## src/rtl/keccak_stream_driver_pkg.sv

```systemverilog
// Shared definitions for the keccak stream driver: supported operation modes,
// header field positions and the driver FSM state type.
// Compile options: none (the optional stall watchdog, KECCAK_DRV_TIMEOUT_EN,
// lives in keccak_stream_driver.sv).
package keccak_stream_driver_pkg;

  // Stream word width of the keccak core
  localparam int KECCAK_W = 64;

  // Header word layout: [63:62] mode, [61:32] message length, [31:0] output length
  localparam int HDR_MODE_MSB = KECCAK_W - 1;
  localparam int HDR_LEN_LSB  = 32;
  localparam int HDR_OUTLEN_W = 32;

  typedef enum logic [1:0] {
    MODE_SHAKE128 = 2'b00,
    MODE_SHAKE256 = 2'b01
  } keccak_mode_t;

  typedef enum logic [2:0] {
    ST_IDLE,
    ST_HDR,
    ST_MSG,
    ST_OUT,
    ST_DRAIN
  } drv_state_t;

  // Codes 2'b10 and 2'b11 are reserved and must be rejected
  function automatic logic mode_supported(input logic [1:0] m);
    return (m == MODE_SHAKE128) || (m == MODE_SHAKE256);
  endfunction

endpackage

```

## src/rtl/keccak_stream_driver_skid.sv

```systemverilog
// stream_skid_buffer: 2-entry buffer between the core's output stream and the
// host digest stream. The head entry drives the outputs directly, so
// out_valid/out_data are registered and a pushed word is visible one cycle
// later. A simultaneous push and pop is accepted in any occupancy.
// Ports:
//   clk, rst      clock, asynchronous active-low reset
//   flush         synchronous clear of both entries
//   in_valid      push request (caller must not push while full without a pop)
//   in_data       pushed word
//   full          both entries occupied
//   out_valid     head entry valid
//   out_ready     consumer accepts head entry
//   out_data      head entry contents
module stream_skid_buffer #(
  parameter int DW = 65
) (
  input  logic          clk,
  input  logic          rst,
  input  logic          flush,
  input  logic          in_valid,
  input  logic [DW-1:0] in_data,
  output logic          full,
  output logic          out_valid,
  input  logic          out_ready,
  output logic [DW-1:0] out_data
);

  logic          head_valid;
  logic          tail_valid;
  logic [DW-1:0] head_data;
  logic [DW-1:0] tail_data;
  logic          pop;

  assign pop       = head_valid && out_ready;
  assign full      = tail_valid;
  assign out_valid = head_valid;
  assign out_data  = head_data;

  // Tail always shifts into head on a pop; a push fills the first free slot
  // after that shift.
  always_ff @(posedge clk or negedge rst) begin
    if (!rst) begin
      head_valid <= 1'b0;
      tail_valid <= 1'b0;
      head_data  <= '0;
      tail_data  <= '0;
    end else if (flush) begin
      head_valid <= 1'b0;
      tail_valid <= 1'b0;
      head_data  <= '0;
      tail_data  <= '0;
    end else begin
      case ({in_valid, pop})
        2'b10: begin
          if (!head_valid) begin
            head_data  <= in_data;
            head_valid <= 1'b1;
          end else begin
            tail_data  <= in_data;
            tail_valid <= 1'b1;
          end
        end
        2'b01: begin
          head_data  <= tail_data;
          head_valid <= tail_valid;
          tail_valid <= 1'b0;
        end
        2'b11: begin
          if (tail_valid) begin
            head_data <= tail_data;
            tail_data <= in_data;
          end else begin
            head_data <= in_data;
          end
        end
        default: begin
        end
      endcase
    end
  end

endmodule

```

## src/rtl/keccak_stream_driver.sv

```systemverilog
// keccak_stream_driver: host-side driver for the keccak core's streaming
// interface. Latches a job, sends a header word and the host's message words
// to the core, then collects the core's output words through a 2-entry skid
// buffer, trims the final word to the requested bit length and presents the
// digest on a valid/ready stream.
// Compile option: define KECCAK_DRV_TIMEOUT_EN to add a stall watchdog that
// aborts the job after TIMEOUT_CYC consecutive cycles without a core transfer.
// Ports:
//   clk, rst                      clock, asynchronous active-low reset
//   start, mode, in_len, out_len  job request (sampled in IDLE only)
//   busy, err                     job in progress, one-cycle error pulse
//   msg_valid/msg_ready/msg_data  host message stream
//   core_valid_n/core_ready/core_din    core input stream (active-low valid)
//   core_valid/core_ready_n/core_dout   core output stream (active-low ready)
//   dig_valid/dig_ready/dig_data/dig_last  host digest stream
module keccak_stream_driver
  import keccak_stream_driver_pkg::*;
#(
  parameter int W           = 64,
  parameter int LEN_W       = 30,
  parameter int TIMEOUT_CYC = 4096
) (
  input  logic             clk,
  input  logic             rst,
  input  logic             start,
  input  logic [1:0]       mode,
  input  logic [LEN_W-1:0] in_len,
  input  logic [31:0]      out_len,
  output logic             busy,
  output logic             err,
  input  logic             msg_valid,
  output logic             msg_ready,
  input  logic [W-1:0]     msg_data,
  output logic             core_valid_n,
  input  logic             core_ready,
  output logic [W-1:0]     core_din,
  input  logic             core_valid,
  output logic             core_ready_n,
  input  logic [W-1:0]     core_dout,
  output logic             dig_valid,
  input  logic             dig_ready,
  output logic [W-1:0]     dig_data,
  output logic             dig_last
);

  // ceil(len/8) fits in LEN_W-2 bits; ceil(out_len/64) fits in 27 bits
  localparam int MSG_CNT_W = LEN_W - 2;
  localparam int OUT_CNT_W = 27;
  localparam int TAIL_W    = $clog2(W);

  drv_state_t           state;
  logic [1:0]           mode_r;
  logic [LEN_W-1:0]     len_r;
  logic [31:0]          out_len_r;
  logic [MSG_CNT_W-1:0] msg_left;
  logic [OUT_CNT_W-1:0] out_left;
  logic [MSG_CNT_W-1:0] in_words;
  logic [OUT_CNT_W-1:0] out_words;
  logic [W-1:0]         header;
  logic [W-1:0]         tail_mask;
  logic [W-1:0]         push_word;
  logic [W:0]           skid_out;
  logic                 start_bad;
  logic                 in_xfer;
  logic                 out_xfer;
  logic                 push_last;
  logic                 buf_full;
  logic                 dig_pop;
  logic                 timeout_hit;

  assign in_words  = MSG_CNT_W'(({1'b0, in_len} + (LEN_W+1)'(7)) >> 3);
  assign out_words = OUT_CNT_W'(({1'b0, out_len} + 33'd63) >> 6);
  assign start_bad = !mode_supported(mode) || (out_len == 32'd0);

  assign in_xfer   = !core_valid_n && core_ready;
  assign out_xfer  = core_valid && !core_ready_n;
  assign dig_pop   = dig_valid && dig_ready;
  assign push_last = (out_left == OUT_CNT_W'(1));

  // Header is built from the latched job so it stays stable while HDR waits
  always_comb begin
    header = '0;
    header[HDR_MODE_MSB -: 2]       = mode_r;
    header[HDR_LEN_LSB +: LEN_W]    = len_r;
    header[HDR_OUTLEN_W-1:0]        = out_len_r;
  end

  // Only the final word is trimmed; a bit count that is a multiple of W keeps
  // the whole word.
  always_comb begin
    if (out_len_r[TAIL_W-1:0] == '0) begin
      tail_mask = '1;
    end else begin
      tail_mask = (W'(1) << out_len_r[TAIL_W-1:0]) - W'(1);
    end
    push_word = push_last ? (core_dout & tail_mask) : core_dout;
  end

  // Stream handshakes decode straight from the state register; in MSG the host
  // word is passed through to the core without adding a cycle.
  always_comb begin
    core_valid_n = 1'b1;
    core_din     = '0;
    msg_ready    = 1'b0;
    core_ready_n = 1'b1;
    case (state)
      ST_HDR: begin
        core_valid_n = 1'b0;
        core_din     = header;
      end
      ST_MSG: begin
        msg_ready    = core_ready;
        core_valid_n = !msg_valid;
        core_din     = msg_data;
      end
      ST_OUT: begin
        core_ready_n = buf_full;
      end
      default: begin
      end
    endcase
  end

`ifdef KECCAK_DRV_TIMEOUT_EN
  localparam int STALL_W = $clog2(TIMEOUT_CYC + 1);

  logic [STALL_W-1:0] stall_cnt;
  logic               stalling;

  assign stalling    = (state inside {ST_HDR, ST_MSG, ST_OUT}) && !in_xfer && !out_xfer;
  assign timeout_hit = stalling && (stall_cnt == STALL_W'(TIMEOUT_CYC - 1));

  // Counts consecutive stalled cycles; any core transfer or leaving the active
  // states restarts the count.
  always_ff @(posedge clk or negedge rst) begin
    if (!rst) begin
      stall_cnt <= '0;
    end else if (!stalling || timeout_hit) begin
      stall_cnt <= '0;
    end else begin
      stall_cnt <= stall_cnt + STALL_W'(1);
    end
  end
`else
  assign timeout_hit = 1'b0;
`endif

  // Job sequencing: accept or reject in IDLE, then header, message words,
  // output collection and finally draining the buffer to the host.
  always_ff @(posedge clk or negedge rst) begin
    if (!rst) begin
      state     <= ST_IDLE;
      busy      <= 1'b0;
      err       <= 1'b0;
      mode_r    <= '0;
      len_r     <= '0;
      out_len_r <= '0;
      msg_left  <= '0;
      out_left  <= '0;
    end else begin
      err <= 1'b0;
      case (state)
        ST_IDLE: begin
          if (start) begin
            if (start_bad) begin
              err <= 1'b1;
            end else begin
              mode_r    <= mode;
              len_r     <= in_len;
              out_len_r <= out_len;
              msg_left  <= in_words;
              out_left  <= out_words;
              busy      <= 1'b1;
              state     <= ST_HDR;
            end
          end
        end
        ST_HDR: begin
          if (in_xfer) begin
            state <= (msg_left != '0) ? ST_MSG : ST_OUT;
          end
        end
        ST_MSG: begin
          if (in_xfer) begin
            msg_left <= msg_left - MSG_CNT_W'(1);
            if (msg_left == MSG_CNT_W'(1)) begin
              state <= ST_OUT;
            end
          end
        end
        ST_OUT: begin
          if (out_xfer) begin
            out_left <= out_left - OUT_CNT_W'(1);
            if (push_last) begin
              state <= ST_DRAIN;
            end
          end
        end
        ST_DRAIN: begin
          if (dig_pop && dig_last) begin
            busy  <= 1'b0;
            state <= ST_IDLE;
          end
        end
        default: begin
          state <= ST_IDLE;
        end
      endcase
      if (timeout_hit) begin
        err   <= 1'b1;
        busy  <= 1'b0;
        state <= ST_IDLE;
      end
    end
  end

  stream_skid_buffer #(
    .DW(W + 1)
  ) u_skid (
    .clk      (clk),
    .rst      (rst),
    .flush    (timeout_hit),
    .in_valid (out_xfer),
    .in_data  ({push_last, push_word}),
    .full     (buf_full),
    .out_valid(dig_valid),
    .out_ready(dig_ready),
    .out_data (skid_out)
  );

  assign dig_last = skid_out[W];
  assign dig_data = skid_out[W-1:0];

endmodule

```

## config.mk

```make
export PLATFORM = sky130hd
export DESIGN_NAME = keccak_stream_driver
export DESIGN_NICKNAME = d
export VERILOG_FILES = /design/src/rtl/keccak_stream_driver_pkg.sv /design/src/rtl/keccak_stream_driver_skid.sv /design/src/rtl/keccak_stream_driver.sv
export SDC_FILE = /design/constraint.sdc
export NUM_CORES = 1
export LEC_CHECK = 0
export ABC_AREA = 1
export ABC_CLOCK_PERIOD_IN_PS = 5600
export BUFFER_PORTS_ARGS = -buffer_cell sky130_fd_sc_hd__buf_2
export CORE_MARGIN = 2
export CORE_UTILIZATION = 35
export CTS_CLUSTER_DIAMETER = 60
export DETAILED_ROUTE_END_ITERATION = 6
export GPL_ROUTABILITY_DRIVEN = 0
export SLEW_MARGIN = 20
export SYNTH_ARGS = -nofsm -noshare
export SYNTH_HDL_FRONTEND = slang
export SYNTH_SLANG_ARGS = --single-unit
```

## constraint.sdc

```tcl
create_clock -name clk -period 5.6 [get_ports clk]
set_clock_uncertainty 0.2 [all_clocks]
set_input_delay 0.28 -clock clk [delete_from_list [all_inputs] [get_ports clk]]
set_output_delay 0.28 -clock clk [all_outputs]
set_load 0.1 [all_outputs]
```

Word level (Yosys, flattened, before mapping)
Index checks and enable logic that the tools add are counted.
{ "word_totals": {"output_inout_bits": 135, "wordCells": 110, "register_bits": 256} }
{ "op_classes": {"shift": 1, "n_addsub": 5, "bitwise_logic": 2, "mux": 40, "eq_ne": 21, "n_reduce_logical": 29} }
{ "ops": {"columns": ["op", "count"], "rows": [
  ["65-bit two-way mux", 4],
  ["65-bit one-hot mux with 3 select lines", 1],
  ["65-bit one-hot mux with 2 select lines", 1],
  ["64-bit two-way mux", 2],
  ["64-bit one-hot mux with 2 select lines", 1],
  ["28-bit two-way mux", 3],
  ["27-bit two-way mux", 3],
  ["64-bit bitwise AND", 1],
  ["1-bit by 6-bit << shifter with 64-bit output, first input constant", 1],
  ["64-bit by 2-bit subtractor with 64-bit output, second input constant", 1],
  ["28-bit one-hot mux with 2 select lines", 1],
  ["27-bit one-hot mux with 2 select lines", 1],
  ["32-bit by 6-bit adder with 33-bit output, second input constant", 1],
  ["32-bit logical NOT", 1],
  ["30-bit by 3-bit adder with 31-bit output, second input constant", 1],
  ["28-bit by 1-bit == test with 1-bit output, second input constant", 1],
  ["28-bit nonzero test", 1],
  ["28-bit by 1-bit subtractor with 28-bit output, second input constant", 1],
  ["27-bit by 1-bit == test with 1-bit output, second input constant", 1],
  ["27-bit by 1-bit subtractor with 27-bit output, second input constant", 1],
  ["3-bit two-way mux", 8],
  ["2-bit inequality test, second input constant", 8],
  ["3-bit one-hot mux with 5 select lines", 1],
  ["4-bit AND reduction", 3],
  ["20 further kinds", 50]
]} }

Logic depth before layout (Yosys ltp)
{ "depth": {"depth_word": 7, "depth_mapped": 17} }

Modules after synthesis
From an unflattened synthesis, not the netlist that was laid out.
{ "unflattened": {"cells_unflattened": 2971, "area_unflattened_um2": 18656.6} }
{ "by_module_without_submodules": {"columns": ["mod", "seq_area_each_um2", "instances", "area_each_um2", "cells_per_inst"], "rows": [
  ["keccak_stream_driver", 3103.0, 1, 11797.6, 2027],
  ["stream_skid_buffer", 3303.2, 1, 6859.1, 944]
]} }

Worst setup path after synthesis
OpenSTA, ideal clock, no wires.
{ "synth_timing": {"path_type": "register to register", "startpoint": "register state[0]", "endpoint": "register state[0]", "path_slack_ns": 1.860, "setup_ns": 0.126, "stages_incl_launch_ff": 11, "t_arrival_ns": 3.414, "path_buffers": 0, "cell_sequence": "dfrtp_1 inv_1 nand3_1 o21ai_0 nor2_1 nand4_1 o211ai_1 nand2_1 nor2_1 nand2_1 o21ai_0"} }
{ "synth_between": {"elab_chain_len": 6, "elab_cells_between_ends": 21, "classes_between": "eq/ne (12); mux (3); reduce/logical (6)"} }
{ "synth_lines": {"columns": ["element", "line", "source"], "rows": [
  ["from (decl)", "keccak_stream_driver.sv:51", "drv_state_t state;"],
  ["from (signal assigned)", "keccak_stream_driver.sv:180", "state <= (msg_left != '0) ? ST_MSG : ST_OUT;"],
  ["3-bit by 2-bit == test with 1-bit output / 3-bit by 1-bit == test with 1-bit output (equally long branches)", "keccak_stream_driver.sv:106", "case (state)"],
  ["1-bit one-hot mux with 2 select lines (*)", "keccak_stream_driver.sv:106", null],
  ["named net core_valid_n", "keccak_stream_driver.sv:34", "output logic core_valid_n,"],
  ["1-bit logical NOT (*)", "keccak_stream_driver.sv:75", "assign in_xfer = !core_valid_n && core_ready;"],
  ["1-bit logical AND (*)", "keccak_stream_driver.sv:75", null],
  ["2-bit inequality test (no line)", null, null],
  ["8-bit AND reduction (no line) (*)", null, null]
]} }
The timed path passes the listed nets; every way through them passes the cells marked *.
A chain may end at the register's enable or synchronous reset.

Worst setup path after layout
{ "layout_timing": {"startpoint": "register state[0]", "endpoint": "output port core_din[3]"} }
{ "layout_between": {"elab_chain_len": 2, "elab_cells_between_ends": 3, "classes_between": "eq/ne (2); mux (1)"} }
{ "layout_lines": {"columns": ["element", "line", "source"], "rows": [
  ["3-bit by 2-bit == test with 1-bit output / 3-bit by 1-bit == test with 1-bit output (equally long branches)", "keccak_stream_driver.sv:106", null],
  ["64-bit one-hot mux with 2 select lines (*)", "keccak_stream_driver.sv:106", null],
  ["to (decl)", "keccak_stream_driver.sv:36", "output logic [W-1:0] core_din,"]
]} }
Mark *: on every way between the ends. The rest lies on a longest branch, timed or not.

==> impl_metrics.ini <==
[run_status]
status = completed

[clocking]
cts_buffers = 36
postCtsSetupRepairBufs = 0
tritoncts = built
clkTransAtPathRegs_ns = 0.06
cts.sinks = 256
cts_root_buffer = clkbuf_16
clockBufferDepth = 3
htree_levels = 2
insertion_delay_ns = 0.56

[global_routing]
grt_pass1_vias = 18140
grt-ovfl-total = 0
grt_pass1_wl_um = 99290
track_usage = 0.2482
antenna_found_initial = 0
grt_start_max_net_pins = 151

[final_layout]
final.fill_count = 4842
n_antenna_cell = 0
multi_input_comb_area_mm2 = 0.009102
stdcell_count = 3530
stdcell_area_mm2 = 0.02153
nets = 3095
seqCellArea_mm2 = 0.006406
final_layout_size_suffix_gt1_frac = 0.1612
syn2layout_area_growth_pct = 27.44

[yosys]
synth_common_cells = 663 x nand2_1, 332 x nor2_1, 256 x dfrtp_1
syn_area_per_cell_um2 = 6.789
syn_nets = 2695
synthAdderAreaFrac = 0.005926
ys.warnings.count = 0
ys_seq_area_frac = 0.3793
synth.most_common_cell = nand2_1
ys_top_cells_by_area = dfrtp_1 38%, nand2_1 15%, nor2_1 7.4%, nand3_1 6.0%, a21oi_1 5.0%
yosysTopAreaCell = dfrtp_1
synth_top_area_frac = 0.3793
synthMuxAreaShare = 0.003333
synth_compound_area_frac = 0.1539
synth-simple-area-share = 0.3503
syn_area_mm2 = 0.01689
ys_ff_latch = 256
synth-xor-area-share = 0.02333
synth_top_family_by_area = simple AND/OR/NAND/NOR gates
syn_inst = 2488
synth_cell_type_count = 52
synthArstFlopShare = 1.000
synth-edff-count = 0
synthFlopType = dfrtp_1

[sta]
worstMarginPinSlew_ns = 1.092
layout_min_cycle_time_ns = 4.367
setup_viol = 0
finalHoldViolations = 0
fin_crit_sh = 0.7798
final_max_slew_viol_count = 0
rsz0062_at_grt = no
max-slew-margin-rel = 0.2710
setup_tns_ns = 0
clock.fmax_ghz = 0.2290

[worst_hold_path]
hp-start = core_valid
hp-class = in -> reg
hold_end = u_skid.out_valid$_DFFE_PN0P_
whs_path_depth = 4

[critical_path]
setup.worst_path.end_class = output port
r2r-end = u_skid.out_data[42]$_DFFE_PN0P_
worst-path-max-fanout = 63
crit_type = reg -> out
worstPathCellList = inv_1 > nand3_1 > buf_4 > inv_2 > buf_4 > nand2_1 > o21ai_0 > buf_2
arrival_ns = 3.89
cp_slowest_cell = inv_2
worstSetupStartpointType = flip-flop
path_common_cell = buf_4
critical_path_required_ns = 5.12
r2r_cells = 10
ff2ff_setup_slack_ns = 2.05
timing.rr.start = out_len_r[3]$_DFFE_PN0P_
cpPeakStageDelay_ns = 0.83

[power_and_ir_drop]
power_density_mw_per_mm2 = 703.0
p_leak_nw = 11.18
irDropWorstVdd_v = 0.0005859
p_total_mw = 15.13

[drt]
wl_per_cell_um = 17.97
antenna_left = 0
drc_errors = 0
dr.first_iter.drc_count = 2109
dr.pass1.iters = 6
postRouteWirelength_um = 63430
vias = 18930
via_per_inst = 5.362

[die]
die_height_um = 223.7
core.rowCount = 80
core_area_mm2 = 0.04765
die_area_mm2 = 0.05003
die_w_um = 223.7
boundaryPins = 334
start_util = 0.3545

[flow_run]
drv_cap = 0

[placement]
place_hpwl_um = 45230
numPortBuffers = 333
place_area_mm2 = 0.01897
placed_cells = 3335
-- power by group --
part,switching [mW],leakage (nW),internal [mW],total [mW]
clock network,0.946,0.613,1.47,2.42
registers,0.692,3.10,2.72,3.41
logic,7.34,7.47,1.96,9.30
-- cell usage in the layout, fill, tap and decap left out, types with 23 or more instances in the layout --
master	instances
nand4_1	76
dlygate4sd3_1	130
a21oi_1	169
xor2_1	39
nand3_1	203
inv_1	216
dfrtp_1	256
a31oi_1	23
clkbuf_16	36
a22o_1	58
nor3_1	43
o21ai_0	140
buf_2	332
nand2_1	661
nor2_1	331
-- cells by family (layout without fill, tap and decap cells) --
logic type / Yosys count / count (layout)
AND/OR/NAND/NOR: 1381 / 1381
AO/OA/AOI/OAI: 443 / 443
buffers and inverters: 350 / 777
flip-flops: 256 / 256
XOR/XNOR: 45 / 45
adder cells (fa/ha/maj): 8 / 8
multiplexers: 5 / 5
-- through the flow --
stage / worst slack, ns / util / hold WS [ns]
floorplan: 1.860 / - / -0.2156
global placement: 2.008 / 0.3982 / 0.1978
detailed placement: 1.956 / 0.3982 / 0.1985
CTS: 1.347 / 0.4518 / 0.09627
global route: 1.041 / 0.4518 / 0.1819
finish: 1.233 / 0.4518 / 0.1548
-- how the worst max path moves through the flow --
stage                               from                   end  slack, ns  depth (start not counted)
finish              state[0]$_DFFE_PN0P_           core_din[3]       1.23                          8
global route        state[0]$_DFFE_PN0P_           core_din[3]       1.04                          8
CTS                 state[0]$_DFFE_PN0P_           core_din[3]       1.35                          8
detailed placement  state[0]$_DFFE_PN0P_           core_din[3]       1.96                          8
global placement    state[0]$_DFFE_PN0P_           core_din[3]       2.01                          8
floorplan           state[0]$_DFFE_PN0P_  state[0]$_DFFE_PN0P_       1.86                         10
-- worst max-delay path: cells and delay by family (launching register included) --
family / cells / cell delay, ns
compound gates: 1 / 0.31
buf+inv: 5 / 2.27
flops: 1 / 0.43
simple gates: 2 / 0.30
-- flip-flops by register name (all words and copies together), names as in the netlist, 2 cells and up --
register / flops
len_r: 30
mode_r: 2
msg_left: 28
out_left: 27
out_len_r: 32
state: 3
u_skid.out_data: 65
u_skid.tail_data: 65
-- layer usage --
metal / wire length [um] / vias to the layer above / part of all wire / global-route usage
met1: 26650 / 8838 / 0.42 / 0.3243
met4: 2348 / 0 / 0.037 / 0.08989
met3: 4737 / 157 / 0.075 / 0.04355
li1: - / 9033 / - / -
met2: 29700 / 899 / 0.47 / 0.4124
met5: 0 / - / 0 / 0
-- cell type report --
cell class              count  area share
flip-flops and latches    256      0.2976
multi-input cells        1882      0.4228
clock buffers              47     0.04656
inverters                 231     0.04040
well taps                 615     0.03575
repair buffers            481      0.1452
clock inverters            18     0.01168
-- what timing repair did --
item,in CTS,in global routing
endpoints found under the hold margin,322,0
hold buffers,130,0
resized for setup,0,0
(Power assumes the default switching activity.)
